==> src/rtl/req_dispatch_queue.sv <==
// Request dispatch queue: routes {opcode,key,text,dest} instructions by opcode
// into NCH independent first-word-fall-through FIFOs, one per crypto engine.
module req_dispatch_queue #(
   parameter int ADDRW   = 24,
   parameter int OPCODEW = 2,
   parameter int QDEPTH  = 4,
   parameter int NCH     = 2,
   localparam int INSTRW = 3*ADDRW + OPCODEW,
   localparam int CHW    = $clog2(NCH),
   localparam int PTRW   = $clog2(QDEPTH),
   localparam int CNTW   = PTRW + 1
) (
   input  logic                    clk,
   input  logic                    rst_n,
   input  logic                    in_valid,
   output logic                    in_ready,
   input  logic [OPCODEW-1:0]      opcode,
   input  logic [ADDRW-1:0]        key_addr,
   input  logic [ADDRW-1:0]        text_addr,
   input  logic [ADDRW-1:0]        dest_addr,
   output logic [NCH*INSTRW-1:0]   out_instr,
   output logic [NCH-1:0]          out_valid,
   input  logic [NCH-1:0]          out_ready,
   input  logic [NCH-1:0]          flush,
   output logic [NCH*CNTW-1:0]     count
);

   logic [CHW-1:0]    sel_ch;
   logic [INSTRW-1:0] in_entry;
   logic [NCH-1:0]    full;
   logic              accept;

   assign sel_ch   = opcode[CHW-1:0];
   assign in_entry = {opcode, key_addr, text_addr, dest_addr};

   // Ready depends only on the selected channel's state, never on in_valid.
   assign in_ready = !full[sel_ch] && !flush[sel_ch];
   assign accept   = in_valid && in_ready;

   for (genvar c = 0; c < NCH; c++) begin : g_ch
      logic [INSTRW-1:0] mem [QDEPTH];
      logic [PTRW-1:0]   wr_ptr;
      logic [PTRW-1:0]   rd_ptr;
      logic [CNTW-1:0]   cnt;
      logic [CNTW-1:0]   cnt_next;
      logic              push;
      logic              pop;

      assign push = accept && (sel_ch == CHW'(c));
      assign pop  = out_valid[c] && out_ready[c] && !flush[c];

      always_comb begin
         // NOTE: assigning a default before the case keeps every path driven, so no latch is inferred.
         cnt_next = cnt;
         case ({push, pop})
            2'b10:   cnt_next = cnt + CNTW'(1);
            2'b01:   cnt_next = cnt - CNTW'(1);
            default: cnt_next = cnt;
         endcase
      end

      always_ff @(posedge clk or negedge rst_n) begin
         if (!rst_n) begin
            // NOTE: sequential state uses non-blocking assignments so every register updates from pre-edge values.
            wr_ptr <= '0;
            rd_ptr <= '0;
            cnt    <= '0;
            // NOTE: storage is cleared on reset so out_instr reads zero afterwards; drop this loop if that guarantee is not needed.
            for (int i = 0; i < QDEPTH; i++) begin
               mem[i] <= '0;
            end
         end else if (flush[c]) begin
            wr_ptr <= '0;
            rd_ptr <= '0;
            cnt    <= '0;
         end else begin
            if (push) begin
               mem[wr_ptr] <= in_entry;
               wr_ptr      <= wr_ptr + PTRW'(1);
            end
            if (pop) begin
               rd_ptr <= rd_ptr + PTRW'(1);
            end
            cnt <= cnt_next;
         end
      end

      assign full[c]                    = (cnt == CNTW'(QDEPTH));
      assign out_valid[c]               = (cnt != '0);
      assign out_instr[c*INSTRW +: INSTRW] = mem[rd_ptr];
      assign count[c*CNTW +: CNTW]      = cnt;
   end

endmodule

==> config.mk <==
export PLATFORM = sky130hd
export DESIGN_NAME = req_dispatch_queue
export DESIGN_NICKNAME = d
export VERILOG_FILES = /design/src/rtl/req_dispatch_queue.sv
export SDC_FILE = /design/constraint.sdc
export NUM_CORES = 1
export LEC_CHECK = 0
export CAP_MARGIN = 20
export CORE_MARGIN = 5
export CORE_UTILIZATION = 35
export DETAILED_ROUTE_END_ITERATION = 8
export PLACE_DENSITY_LB_ADDON = 0.12
export SYNTH_ARGS = -nofsm -noshare
export SYNTH_HDL_FRONTEND = slang
export SYNTH_SLANG_ARGS = --single-unit
==> constraint.sdc <==
create_clock -name clk -period 1.98 [get_ports clk]
set_input_delay 0.396 -clock clk [delete_from_list [all_inputs] [get_ports clk]]
set_output_delay 0.396 -clock clk [all_outputs]
set_load 0.1 [all_outputs]
## After elaboration in Yosys (flattened, before gate mapping)

Index checks and enable logic that the tools add are counted.
Widths: inputs -> output; s select.

| operators by class | value |
|---|---|
| equal/unequal tests | 6 |
| bitwise operators | 7 |
| mux-type cells | 28 |
| add/subtract/negate cells | 8 |
| reductions and logical operators | 24 |
| order comparisons | 7 |

Operators by type and width:

| cell | number |
|---|---|
| $bwmux 296 | 2 |
| $mux 74 | 6 |
| $bmux 74 s2 | 2 |
| $demux 74 s2 | 2 |
| $mux 2 | 8 |
| $ge 3x3->1 const B | 4 |
| $not 2->3 | 4 |
| $pmux 3 s2 | 2 |
| $reduce_bool 3->1 | 4 |
| $logic_and 1x1->1 | 10 |
| $add 2x1->2 const B | 4 |
| $reduce_bool 2->1 | 4 |
| $add 3x1->3 const B | 2 |
| $eq 3x3->1 const B | 2 |
| $lt 3x1->1 const B | 2 |
| $mux 3 | 2 |
| $sub 3x1->3 const B | 2 |
| $eq 2x1->1 const B | 2 |
| $eq 2x2->1 const B | 2 |
| $logic_not 1->1 | 4 |
| $mux 1 | 4 |
| $reduce_and 2->1 | 2 |
| $not 1->1 | 3 |
| $lt 1x2->1 const B | 1 |

| word-level totals | value |
|---|---|
| output and inout port bits | 157 |
| bits of input ports | 81 |
| logic and storage cells | 94 |
| flip-flop bits (word level) | 606 |

## Logic depth before layout (Yosys ltp)

| depth | value |
|---|---|
| word-level depth | 10 |
| gate-level depth with buffers | 8 |
| depth with buffers taken out | 7 |

## Worst setup path before layout

Ideal clock, no wire load.

| path | value |
|---|---|
| path type | register to output |
| start point | reg g_ch[1].cnt[1] |
| end point | out in_ready |
| path slack | -1,728 ps |
| data arrival time | 3,312 ps |
| required time | 1,584 ps |
| path buffers | 0 |
| cell stages (with the launch flop) | 3 |
| path through | dfrtp_1 -> nor3b_1 -> o21ai_0 |

| on the way | value |
|---|---|
| cells in the longest elaborated chain, start to end | 5 |

RTL lines:

| element | RTL line | RTL |
|---|---|---|
| from (decl) | 44 | `logic [CNTW-1:0] cnt;` |
| from (signal assigned) | 84 | `cnt <= cnt_next;` |
| $eq 3x3->1 | 88 | `assign full[c] = (cnt == CNTW'(QDEPTH));` |
| $mux 1 (implied by the code) (2 in series) | 37 | `assign in_ready = !full[sel_ch] && !flush[sel_ch];` |
| $logic_not 1->1 | 37 |  |
| $logic_and 1x1->1 | 37 |  |
| to (decl) | 16 | `output logic in_ready,` |

No other way between the ends. The select of a mux whose other input is x is not followed.

## Worst setup path after layout

| path | value |
|---|---|
| start point | reg g_ch[0].rd_ptr[0] |
| end point | out out_instr[1] |

| on the way | value |
|---|---|
| cells in the longest elaborated chain, start to end | 4 |

RTL lines:

| element | RTL line | RTL |
|---|---|---|
| from (decl) | 43 | `logic [PTRW-1:0] rd_ptr;` |
| from (signal assigned) | 82 | `rd_ptr <= rd_ptr + PTRW'(1);` |
| $not 2->3 (implied by the code) | 90 | `assign out_instr[c*INSTRW +: INSTRW] = mem[rd_ptr];` |
| $bmux 74 s2 | 90 |  |
| $mux 74 (implied by the code) (2 in series) | 90 |  |
| to (decl) | 21 | `output logic [NCH*INSTRW-1:0] out_instr,` |

No other way between the ends. The select of a mux whose other input is x is not followed.

==> results.yml <==
synthesis:
  synth_top_area_frac: 0.550
  async_flop_share: 1.00
  ys.flop_type: "dfrtp_1"
  synth-seq-cells: 606
  synth_edf_count: 0
  syn_inst: 1530
  netlist_area_sq_um: 27600
  yosys_warnings: 0
  netlist-cell-type-count: 34
  synth_area_per_cell_sq_um: 18.0
  yosysSeqAreaShare: 0.550
  yosys.area.top_type: "dfrtp_1"
  synth_area_leaders: "dfrtp_1 55%, mux2_2 14%, mux2_4 13%, mux4_2 12%, buf_12 2.0%"
  synthesis.nets: 1621
setup_path:
  endpoint_kind: "primary output"
  crit_path_start_kind: "flop"
  reg2regPathDepth: 10
  cp_max_fo: 7
  required_ns: 1.58
  arrival_ns: 2.21
  setup.worst_path.class: "flop to primary output"
placement:
  dp_hpwl_mm: 47.7
  dp.cells: 2833
  placed_area_sq_um: 33800
  port-buffer-count: 237
  place_congestion: 0.729
timing:
  tightestPinTransition_ns: 0.464
  final.period_utilization: 1.32
  hold_viol: 0
  max_freq_mhz: 383
  slew_viol_final: 0
  clock_skew_ns: 0.0176
  grt_setup_unrepaired: "true"
  slew_headroom: 0.691
  period_minus_slack_ns: 2.61
  worst_slack_ns: -0.629
  setup_viol: 452
power_and_ir_drop:
  vdd_drop_max_uv: 1820
  p_seq_frac: 0.261
  p_leak_uw: 0.0178
  p_sw_uw: 30100
  clkPwrFrac: 0.190
  p_int_uw: 40900
  p_sw_frac: 0.424
  total_power_uw: 70900
  power.density_nw_per_um2: 1870
  combPwrFrac: 0.549
final_layout:
  area_growth_pct: 37.7
  stdcell_area_sq_um: 38000
  multiInputGateArea_sq_um: 11900
  drive_above_1_share: 0.623
  num-fill-cells: 6605
  final_nets: 2029
  ff_latch_area_sq_um: 15200
  final_util: 0.483
  finalNonFillerCells: 3044
die:
  die_w_um: 291
  coreArea_sq_um: 78600
  rows: 103
  initial_core_util: 0.351
  die-area_sq_um: 84500
  num_io_pins: 238
  chipHeight_um: 291
job:
  maxCapViolations: 0
cts:
  clock_latency_ns: 0.61
  clkTransAtPathRegs_ns: 0.06
  cts_buffer_depth: 3
  htreeDepth: 3
  cts_buffers: 72
  cts_sinks: 606
  tritoncts: "built"
  cts-root-buf: "clkbuf_16"
grt:
  grt_pass1_vias: 17300
  grt_overflow: 0
  grt_max_degree: 72
  grt_pass1_wl_mm: 120
  antenna_found_initial: 4
  grt.total_usage: 0.186
route:
  avgViaCountPerCell: 5.02
  wirelength_mm: 79.5
  drtIter0Drc: 761
  num_vias: 15300
  dr.pass1.iters: 4
  drt-wirelength-per-cell_um: 26.1
  drc: 0
  antenna_left: 0
outcome:
  violations: "setup timing"
  outcome: "finished, violations left"
hold_path:
  hold_class: "input port to async pin"
synth_stat cells (6+ instances only):
master	instances
mux2_2	354
buf_1	6
buf_4	22
mux4_2	148
clkbuf_1	17
mux2_4	236
nor2_1	12
ha_1	8
buf_12	28
dfrtp_1	606
nand2b_1	9
xor2_1	6
buf_2	29
nand2_1	8
state kept, by name, summed over array words and instances, names as in the netlist:
| name | flops |
|---|---|
| g_ch.mem | 592 |
| g_ch.cnt | 6 |
| g_ch.rd_ptr | 4 |
| g_ch.wr_ptr | 4 |
power by group through the flow:
stage | Combinational, uW | Sequential (uW) | Clock (uW)
2_1_floorplan | 24800 | 18200 | 0
3_3_place_gp | 38200 | 18400 | 0
3_5_place_dp | 38400 | 18600 | 0
4_1_cts | 39300 | 18500 | 13900
5_1_grt | 40200 | 19000 | 14400
6_report | 39000 | 18500 | 13500
cells by family (layout without fill, tap and decap cells):
logic type      Yosys count  in the layout  synth area share
flops                   606            606             0.550
other cells               0              2                 0
fa+ha+maj                10             10           0.00508
buf+inv                 107            568            0.0357
simple gates             53             54            0.0110
compound gates            8              8           0.00213
mux                     740            740             0.395
xor+xnor                  6              6           0.00191
routing by layer:
layer	vias to the layer above	wire, um	GRT usage
li1	6536	-	-
met1	8361	36000	0.258
met2	272	39000	0.308
met3	97	2910	0.0352
met4	2	1580	0.0398
met5	-	12	0
metrics by stage:
step                      worst slack, ns  TNS, ns  hold slack, ns
after floorplan                    -0.418   -92.66           0.100
after global placement             -0.501  -197.97           0.325
after detailed placement           -0.456  -204.61           0.328
after CTS                          -0.695  -183.18           0.259
after global routing               -0.701  -184.33           0.268
final                              -0.629  -162.57           0.277
worst paths after layout:
| kind | start | end | slack (ns) |
|---|---|---|---|
| worst max-delay path | g_ch[0].rd_ptr[0] | out_instr[1] | -0.63 |
| worst min-delay path | rst_n | g_ch[0].mem[259] | 0.28 |
| worst max register to register | g_ch[0].cnt[0] | g_ch[0].mem[254] | -0.41 |
| worst min register to register | g_ch[1].mem[72] | g_ch[1].mem[72] | 0.46 |
| max in group asynchronous | rst_n | g_ch[1].mem[254] | 0.83 |
| min in group clk | g_ch[1].mem[72] | g_ch[1].mem[72] | 0.46 |
critical path, cell delays in order (launching register included):
cell     delay [ns]
dfrtp_4        0.41
buf_12         0.16
buf_12         0.16
mux4_2         0.64
buf_12         0.22
placed cells by master (no fill, tap or decap), types with 3 or more instances in the layout:
cell               n
dfrtp_1          596
mux2_2           296
mux2_4           294
buf_12           224
mux4_2           148
clkbuf_16         80
clkdlybuf4s50_1   79
buf_4             56
buf_6             30
buf_16            26
clkbuf_8          14
clkbuf_1          14
buf_8             13
nor2_1            12
nand2_8           10
clkinv_2          10
dfrtp_4           10
nand2b_1           9
ha_1               8
bufinv_16          6
inv_1              4
and2_1             4
xor2_1             4
nor2b_1            4
inv_6              4
clkinvlp_4         3
final cells by class:
type | instances | area share
clock inverter | 27 | 0.00919
clock buffer | 101 | 0.0546
multi-input combinational | 818 | 0.313
antenna | 2 | 0.000132
timing repair buffer | 436 | 0.188
inverter | 4 | 0.000395
sequential | 606 | 0.400
tap | 1050 | 0.0346
what timing repair did:
item,CTS,global route
resized for setup,91,64
hold buffers,1,0
pin swaps,6,3
setup endpoints to repair,452,574
hold endpoints to repair,25,0
setup buffers,61,12
cloned,30,7
Note: power is estimated with default switching activity, not from simulation.
==> RTL edit, RTL diff (config.mk and constraints unchanged) <==
Make the reset (`rst_n`) synchronous in one clocked block.
--- a/src/rtl/req_dispatch_queue.sv
+++ b/src/rtl/req_dispatch_queue.sv
@@ -60,5 +60,5 @@
       end
 
-      always_ff @(posedge clk or negedge rst_n) begin
+      always_ff @(posedge clk) begin
          if (!rst_n) begin
             // NOTE: sequential state uses non-blocking assignments so every register updates from pre-edge values.
Behaviour: not the same (a bounded check fails within 4 cycles, from zero or initial values and one cycle with rst_n low; the reset may be asserted at any time).
==> RTL edit against the original RTL <==
- the run still ends with negative setup slack left
- via count grew 2.9%
- sequential cell count is 4 higher
- non-clock buffer count decreased by 15
- cell area down 7.2%
- count of clock-buffer cells in the layout fell by 13
- worst setup slack improved by 80 ps
- routed wire length decreased by 1.0%
- cell count grew 1.7%
- die area decreased by 6.5%
- first-iteration DRC count up 73%
- synthesized area fell by 6.7%
- highest routed layer is now met4
Power is not compared: it rests on default switching activity, and its combinational part moved more than twofold at a synthesized area within 25%.
==> RTL edit: results (changes against the original RTL) <==
{| class="wikitable"
! Metric !! Value
|-
| Setup slack of the worst register-to-register path || -110 ps (+300 ps)
|-
| Power in the clock group || approximately 12 mW
|-
| Pin count of the biggest net entering global routing || 54 (-25%)
|-
| Post-route setup slack || -548 ps (+80.1 ps)
|-
| Capture point of the worst reg-to-reg path || g_ch[1].cnt[2]
|-
| Final non-filler cell total || 3096 (+1.7%)
|-
| Inserted Clock Buffers || 70 (-2.8%)
|-
| Actual transition at the worst max-transition pin || 624 ps (+159 ps)
|-
| Highest net fanout along the worst path || 12 (+5)
|-
| Source of the worst register-to-register timing path || g_ch[1].cnt[0]
|-
| Hold Crit Class || input port to flip-flop
|-
| Final-layout worst hold slack || 336 ps (+59.6 ps)
|-
| Final Skew || 21.1 ps (+3.48 ps)
|-
| Detailed-routed wire length on met2 || 42.1 mm (+8.0%)
|-
| FFs w/ async S/R, synth || 0% (-100 points)
|-
| Met3 WL || 4.62 mm (+59%)
|-
| Violated checks || negative setup slack
|-
| Endpoints failing setup || 153 (-66%)
|-
| Depth of the worst register-to-register path || 9 (-1)
|-
| Setup total negative slack || -71580 ps (+90990 ps)
|-
| Wire length on met1 || 30.6 mm (-15%)
|-
| Count of flip-flops with a built-in enable after synthesis || 592 (+592)
|-
| Detailed-router iteration count before antenna repair || 5 (+1)
|-
| Synth top cells by count || sky130_fd_sc_hd__edfxtp_1, sky130_fd_sc_hd__nor2_1, sky130_fd_sc_hd__nand2_1, sky130_fd_sc_hd__mux4_2, sky130_fd_sc_hd__and2_1
|-
| Result of the run || finished, violations left
|-
| Placed Instances || 2928 (+3.4%)
|-
| Capture point of the worst path || out_instr[81]
|-
| Antenna violations before repair || 0 (-4)
|-
| Routability congestion estimate from global placement || 0.745 (+2.3%)
|-
| Mean Syn Cell Area || 15.1 sq um (-16%)
|-
| Topmost layer with routed signal wires || met4
|-
| Destination of the worst hold path || g_ch[1].wr_ptr[1]
|-
| Hold violation count in the final report || 0 (unchanged)
|-
| Initial drt markers || 1319 (+73%)
|-
| Share of final-layout standard cells stronger than drive strength 1 || 29.5% (-33 points)
|-
| Hpwl dp || 48.7 mm (+2.2%)
|-
| Total global-route track usage || 19.3% (+0.65 points)
|-
| Total via count after detailed routing || 15700 (+2.9%)
|-
| Placed instance area || 32200 sq um (-4.6%)
|-
| Most instantiated flip-flop cell in the synthesis netlist || sky130_fd_sc_hd__edfxtp_1
|-
| Global-route wire length before repair || 111 mm (-7.1%)
|}
## RTL edit: cell count changes after synthesis, sizes merged, moves of 4 or more
cell | unedited run | this run
nand2b | 9 | 5
clkbuf | 17 | 25
dfxtp | 0 | 18
dfrtp | 606 | 0
o21ai | 1 | 8
and2 | 4 | 75
ha | 8 | 2
nor2 | 12 | 530
a21oi | 0 | 5
edfxtp | 0 | 592
nand2 | 12 | 155
mux2 | 590 | 0
## RTL edit: through the flow
stage	util, %	setup WS (ps)
after floorplan	-	-1460
after global placement	44.2	-649
after detailed placement	44.2	-644
after CTS	47.7	-599
after global routing	48.3	-596
final	48.3	-548
## RTL edit: worst max-delay path: cells and delay by family (launching register included)
family	cells	cell delay (ps)
mux	1	590
buf+inv	3	530
flops	1	400
## RTL edit: layout make-up
type | instances | area, sq um
fillers | 6267 | 37700
diodes | 1 | 2.50
clock inverters | 35 | 289
clock buffers | 88 | 1860
flip-flops and latches | 610 | 18200
multi-input cells | 975 | 7150
repair buffers | 421 | 6530
well taps | 959 | 1200
inverters | 7 | 26.3
## RTL edit: timing repair
item                       4_1_cts  5_1_grt
buffers inserted                16       15
setup endpoints to repair      290      374
gates cloned                     5       12
resized for setup               40       16
pin swaps                        8        6
## RTL edit: kinds of logic after synthesis
logic type	Yosys count	synth area share [%]
adders and majority gates	4	0.253
muxes	149	13.0
other	1	0.0146
xor gates and xnor gates	8	0.272
DFF	610	70.5
and+or+nand+nor	789	12.7
AOI/OAI and AO/OA	21	0.491
buffers and inverters	121	2.78
## RTL edit: metal layers
layer	vias to the layer above	global-route usage (%)
li1	6976	-
met1	8145	24.1
met2	512	34.7
met3	72	3.70
met4	0	4.62
met5	-	0
